## src/rtl/branch_cache_ctrl.sv

```systemverilog
// Arbitration controller for a branch-prediction cache with a single tag path:
// it queues resolved-branch updates, ages the queue head, and drives a one-cycle cache flush.
module branch_cache_ctrl #(
    parameter int unsigned FIFO_DEPTH = 4,
    parameter int unsigned AGE_LIMIT  = 4
) (
    input  logic       clk,
    input  logic       rst,
    input  logic       fetch_req,
    input  logic [9:0] fetch_pc,
    output logic       fetch_grant,
    output logic       pred_hit,
    output logic       pred_taken,
    input  logic       upd_valid,
    input  logic [9:0] upd_pc,
    input  logic       upd_taken,
    output logic       upd_ready,
    input  logic       flush,
    output logic       busy,
    output logic [9:0] cache_pc,
    output logic [9:0] cache_update_pc,
    output logic       cache_we,
    output logic       cache_branch_taken,
    output logic       cache_rst,
    input  logic       cache_read_hit,
    input  logic [2:0] cache_read_history,
    input  logic       cache_evict,
    output logic [7:0] evict_count
);

    localparam int unsigned PC_W  = 10;
    localparam int unsigned PTR_W = (FIFO_DEPTH > 1) ? $clog2(FIFO_DEPTH) : 1;
    localparam int unsigned CNT_W = $clog2(FIFO_DEPTH + 1);
    localparam int unsigned AGE_W = $clog2(AGE_LIMIT + 1);
    localparam int unsigned EVC_W = 8;

    typedef enum logic {
        ST_RUN   = 1'b0,
        ST_FLUSH = 1'b1
    } state_t;

    state_t             r_state;
    state_t             w_state_nxt;

    logic [PC_W-1:0]    r_fifo_pc    [FIFO_DEPTH];
    logic               r_fifo_taken [FIFO_DEPTH];
    logic [PTR_W-1:0]   r_wr_ptr;
    logic [PTR_W-1:0]   r_rd_ptr;
    logic [CNT_W-1:0]   r_count;
    logic [AGE_W-1:0]   r_head_age;
    logic [EVC_W-1:0]   r_evict_count;

    logic               w_full;
    logic               w_update_sel;
    logic               w_push;
    logic               w_pop;
    logic               w_hist_major;
    logic               w_evict_inc;

    assign w_full       = (r_count == CNT_W'(FIFO_DEPTH));
    assign w_hist_major = (cache_read_history[0] & cache_read_history[1]) |
                          (cache_read_history[0] & cache_read_history[2]) |
                          (cache_read_history[1] & cache_read_history[2]);
    assign w_push       = upd_valid && upd_ready;
    assign w_pop        = w_update_sel;
    assign w_evict_inc  = cache_we && cache_evict && (r_evict_count != {EVC_W{1'b1}});

    // Read and write share one index, so both cache address ports carry the same PC.
    assign cache_update_pc = cache_pc;
    assign evict_count     = r_evict_count;

    always_ff @(posedge clk or posedge rst) begin
        if (rst) begin
            r_state <= ST_RUN;
        end else begin
            r_state <= w_state_nxt;
        end
    end

    // Cache ownership: a pending update wins when fetch is idle, the FIFO is full or the head is stale.
    always_comb begin
        w_state_nxt        = r_state;
        w_update_sel       = 1'b0;
        fetch_grant        = 1'b0;
        pred_hit           = 1'b0;
        pred_taken         = 1'b0;
        upd_ready          = 1'b0;
        busy               = 1'b0;
        cache_pc           = '0;
        cache_we           = 1'b0;
        cache_branch_taken = 1'b0;
        cache_rst          = 1'b0;

        if (rst) begin
            cache_rst = 1'b1;
        end else begin
            case (r_state)
                ST_RUN: begin
                    upd_ready    = (r_count < CNT_W'(FIFO_DEPTH));
                    w_update_sel = (r_count != '0) &&
                                   (!fetch_req || w_full ||
                                    (r_head_age >= AGE_W'(AGE_LIMIT)));
                    if (flush) begin
                        w_state_nxt = ST_FLUSH;
                    end
                    if (w_update_sel) begin
                        cache_pc           = r_fifo_pc[r_rd_ptr];
                        cache_we           = 1'b1;
                        cache_branch_taken = r_fifo_taken[r_rd_ptr];
                    end else if (fetch_req) begin
                        cache_pc    = fetch_pc;
                        fetch_grant = 1'b1;
                        pred_hit    = cache_read_hit;
                        pred_taken  = cache_read_hit && w_hist_major;
                    end
                end
                ST_FLUSH: begin
                    w_state_nxt = ST_RUN;
                    cache_rst   = 1'b1;
                    busy        = 1'b1;
                end
                default: begin
                    w_state_nxt = ST_RUN;
                end
            endcase
        end
    end

    always_ff @(posedge clk) begin
        if (w_push) begin
            r_fifo_pc[r_wr_ptr]    <= upd_pc;
            r_fifo_taken[r_wr_ptr] <= upd_taken;
        end
    end

    // Pointers wrap at FIFO_DEPTH, which need not be a power of two.
    always_ff @(posedge clk or posedge rst) begin
        if (rst) begin
            r_wr_ptr   <= '0;
            r_rd_ptr   <= '0;
            r_count    <= '0;
            r_head_age <= '0;
        end else if (r_state == ST_FLUSH) begin
            r_wr_ptr   <= '0;
            r_rd_ptr   <= '0;
            r_count    <= '0;
            r_head_age <= '0;
        end else begin
            if (w_push) begin
                r_wr_ptr <= (r_wr_ptr == PTR_W'(FIFO_DEPTH - 1)) ? '0 : r_wr_ptr + PTR_W'(1);
            end
            if (w_pop) begin
                r_rd_ptr <= (r_rd_ptr == PTR_W'(FIFO_DEPTH - 1)) ? '0 : r_rd_ptr + PTR_W'(1);
            end
            case ({w_push, w_pop})
                2'b10:   r_count <= r_count + CNT_W'(1);
                2'b01:   r_count <= r_count - CNT_W'(1);
                default: r_count <= r_count;
            endcase
            if (w_pop || (r_count == '0)) begin
                r_head_age <= '0;
            end else if (r_head_age < AGE_W'(AGE_LIMIT)) begin
                r_head_age <= r_head_age + AGE_W'(1);
            end
        end
    end

    always_ff @(posedge clk or posedge rst) begin
        if (rst) begin
            r_evict_count <= '0;
        end else if (w_evict_inc) begin
            r_evict_count <= r_evict_count + EVC_W'(1);
        end
    end

endmodule

```

## config.mk

```make
export PLATFORM = sky130hd
export DESIGN_NAME = branch_cache_ctrl
export DESIGN_NICKNAME = d
export VERILOG_FILES = /design/src/rtl/branch_cache_ctrl.sv
export SDC_FILE = /design/constraint.sdc
export NUM_CORES = 1
export LEC_CHECK = 0
export ABC_AREA = 1
export BUFFER_PORTS_ARGS = -buffer_cell sky130_fd_sc_hd__buf_2
export CAP_MARGIN = 30
export CORE_MARGIN = 8
export CORE_UTILIZATION = 35
export CTS_CLUSTER_SIZE = 8
export DETAILED_ROUTE_END_ITERATION = 8
export GPL_ROUTABILITY_DRIVEN = 0
export PLACE_DENSITY = 0.55
export SYNTH_ARGS = -nofsm -noshare
export SYNTH_HDL_FRONTEND = slang
export SYNTH_SLANG_ARGS = --single-unit
```

## constraint.sdc

```tcl
create_clock -name clk -period 2.7 [get_ports clk]
set_input_delay 0.54 -clock clk [delete_from_list [all_inputs] [get_ports clk]]
set_output_delay 0.54 -clock clk [all_outputs]
set_load 0.005 [all_outputs]
```

==> results by group <==
Pwr
  • Worst VDD drop: 0.508 mV
  • PwrDens: between 700 and 800 nW/um2
  • LEAKAGE: about 0.0016 uW

Synthesis
  • Count of cell types in the netlist: 30
  • Largest family of logic cells by synthesized area: simple AND/OR/NAND/NOR gates
  • Post-synth top area share: between 40% and 50%
  • Synthesized area: slightly below 3000 um2
  • XOR/XNOR share of the synthesized area: roughly 1.8%
  • Main synth FF type: edfxtp_1
  • Cell count after synthesis: about 280
  • Synth Area in Simple Gates: ~18%
  • Async set or reset register ratio after synthesis: 30.2%
  • Synth area leaders: edfxtp_1 45%, dfrtp_1 16%, nand2_1 9.9%, a32o_1 3.4%, o21ai_0 3.2%
  • Syn Area/Cell: between 10 and 15 um2
  • Synth Net Count: 320
  • Post-synth EDFFs: 44
  • Dominant cell type by area after synthesis: edfxtp_1
  • Post-synthesis mux area share: less than 1%
  • Post-synthesis compound-gate area fraction: under 10%
  • Adder-cell share of the synthesized area: 3.21%
  • #FFs+latches synth: 63
  • Ys Warns: 0
  • Seq/Total Area, Yosys: between 60% and 70%

Layout
  • Layout cells sized above 1: 28.9%
  • Final layout net count: just under 400
  • Finished Layout Cells: 458
  • Multi-input gate area: approximately 970 um2
  • Area growth, synth to finish: 20.0%
  • Fillcell total: roughly 800
  • Sequential Area: ~1800 um2
  • Antenna diode count: 0

Global route
  • Met1 usage: a little over an eighth
  • GRT Util Overall: between 10% and 20%
  • GRT busiest layer: met2
  • Initial antenna violation count: 0
  • Grt ovf: 0
  • Met3 GRT Util: 5.06%
  • Met2 Use GR: a little under a fifth
  • Largest net degree at the start of global routing: 26
  • Vias in the first global route: between 2000 and 2500
  • First-pass GRT wire length: 10500 um

Timing
  • Clock skew: roughly 0.005 ns
  • Final period utilization: 91.3%
  • Fin. Hold Viols: 0
  • Final setup violation count: 0
  • Rel. slew slack: ~71%
  • Fmax: between 400 and 500 MHz
  • Actual slew at the worst max-slew pin: 0.428 ns
  • Fin crit period: roughly 2.5 ns
  • Max-slew violations: 0
  • Final TNS setup: 0 ns
  • RSZ-0062 raised after global routing: false
  • Setup ws final: between 0.2 and 0.25 ns

Clock network
  • CTS clk-pin slew, worst paths: about 0.06 ns
  • Total CTS buffers: 9
  • Setup bufs post-CTS: 0
  • Clock latency on the worst-skew pair: ~0.33 ns
  • TritonCTS Sinks: 63
  • H-tree depth: 3
  • CTS tree: yes
  • Max Root-Sink Buffers: 2
  • Clock root buffer: clkbuf_8

Placement
  • Dpl ws: 0.426 ns
  • I/O Buffers: 66
  • Placed insts: ~440
  • DP Wirelength: approximately 4700 um

Critical path
  • Crit-path cells: clkinvlp_4 > a32o_1 > o21ai_0 > buf_2
  • Worst path slowest cell: dfrtp_1
  • CP max stage delay: 0.38 ns
  • Crit path arrival time: approximately 1.9 ns
  • Critical path required time: 2.16 ns
  • Worst Path Buf+Inv: 2
  • CP Launch Type: register
  • Critical path class: reg -> out
  • Endpoint class of the critical path: primary output
  • CP max FO: 19
  • Delay-heaviest family, CP: compound AO/OA/AOI/OAI gates

Floorplanning
  • Die area: 11700 um2
  • DIE HEIGHT: between 100 and 150 um
  • FP Rows: 33
  • Ports: 67
  • Die width: 108 um
  • Starting Density: 36.1%
  • Total core area: ~8200 um2

Routing
  • DRC: 0
  • Iteration-0 DRC Markers: 87
  • Total Routed Length: about 6600 um
  • Post-route antenna net violation count: 0
  • Vias per cell: approximately 4.8
  • Vias: 2190
  • Routed wire per std cell: 14.4 um
  • DRT Pass-1 Iters: 4

Job
  • Maxcap violations: 0

Status
  • Status: completed

Worst hold path
  • Worst min path class: in -> async
==> metrics by stage <==
step	area [um2]	total power, uW	utilization, %	hold slack, ns
3_5_place_dp	3380	1910	41.1	0.520
5_1_grt	3560	2800	43.3	0.314
4_1_cts	3560	2670	43.3	0.299
6_report	3560	2620	43.3	0.302
2_1_floorplan	2970	1690	-	0.508
3_3_place_gp	3380	1900	41.1	0.506
==> cell families after synthesis <==
logic type	count (synthesis)
AOI/OAI and AO/OA	46
xor gates and xnor gates	6
adders and majority gates	7
buffers and inverters	42
DFF	63
muxes	1
and+or+nand+nor	117
==> layout make-up <==
cell class              instances  area share (%)
clock buffers                  10            3.59
clock inverters                 5            1.41
inverters                      24            2.64
multi-input cells             177            27.2
flip-flops and latches         63            50.5
well taps                     105            3.69
repair buffers                 74            11.0
==> report_power, final <==
part | switching (uW) | internal [uW]
Clock | 335 | 414
Combinational | 439 | 272
Sequential | 53.2 | 1110
==> sequential cells by signal, summed over array words and instances (netlist names) <==
register and cells:
r_fifo_pc 40, evict_count 8, r_fifo_taken 4, r_count 3, r_head_age 3, r_rd_ptr 2
r_wr_ptr 2, r_state 1
==> routing by layer <==
| metal | vias to the layer above | part of all wire, % |
|---|---|---|
| met5 | - | 0 |
| met4 | 0 | 2.3 |
| met3 | 14 | 7.3 |
| met2 | 64 | 47 |
| met1 | 1027 | 44 |
| li1 | 1085 | - |
==> cells in the final DEF, fill, tap and decap left out, types with 2 or more instances in the layout <==
cell,count
buf_2,66
nand2_1,78
nand3_1,7
nor2_1,18
edfxtp_1,44
a32o_1,10
clkbuf_8,9
o21ai_0,19
xnor2_1,3
nand3_4,2
xor2_1,3
dfrtp_1,19
ha_1,6
inv_2,6
a21oi_1,14
o21ai_1,2
clkinv_2,4
nand4_1,5
buf_4,8
inv_1,16
==> worst reg2reg max path, cell delays in order, from the launching register on <==
cell and delay [ns]:
dfrtp_1 0.41, inv_2 0.10, nand2_1 0.09, nand2_4 0.09, nand3_4 0.20, nor2_1 0.24
fa_1 0.44, nand2_1 0.07, o21ai_0 0.08
==> worst paths after layout <==
| kind | startpoint | to | slack [ns] | cells after the start |
|---|---|---|---|---|
| setup reg to reg | r_count[0] | r_count[1] | 0.86 | 8 |
| max in group asynchronous | rst | evict_count[3] | 2.18 | 3 |
| hold / removal | rst | r_count[0] | 0.30 | 3 |
| min in group clk | upd_pc[1] | r_fifo_pc[2][1] | 0.42 | 1 |
| hold reg to reg | evict_count[0] | evict_count[0] | 0.53 | 1 |
| setup / recovery | r_rd_ptr[1] | cache_update_pc[6] | 0.24 | 4 |
==> cells in the mapped netlist, drive strengths merged (2+ instances only) <==
library cell,number
nor3,2
ha,6
inv,23
xnor2,3
a32o,10
a21oi,14
nor2,20
buf,14
edfxtp,44
clkbuf,4
nand2,79
nand4,5
dfrtp,19
nand3,10
xor2,3
o21ai,21
==> what timing repair did <==
action / CTS / global route
setup endpoints to repair: 0 / 8
hold endpoints to repair: 0 / 0
resized for setup: 0 / 1
hold buffers: 0 / 0
Power figures use the tool's default switching activity.
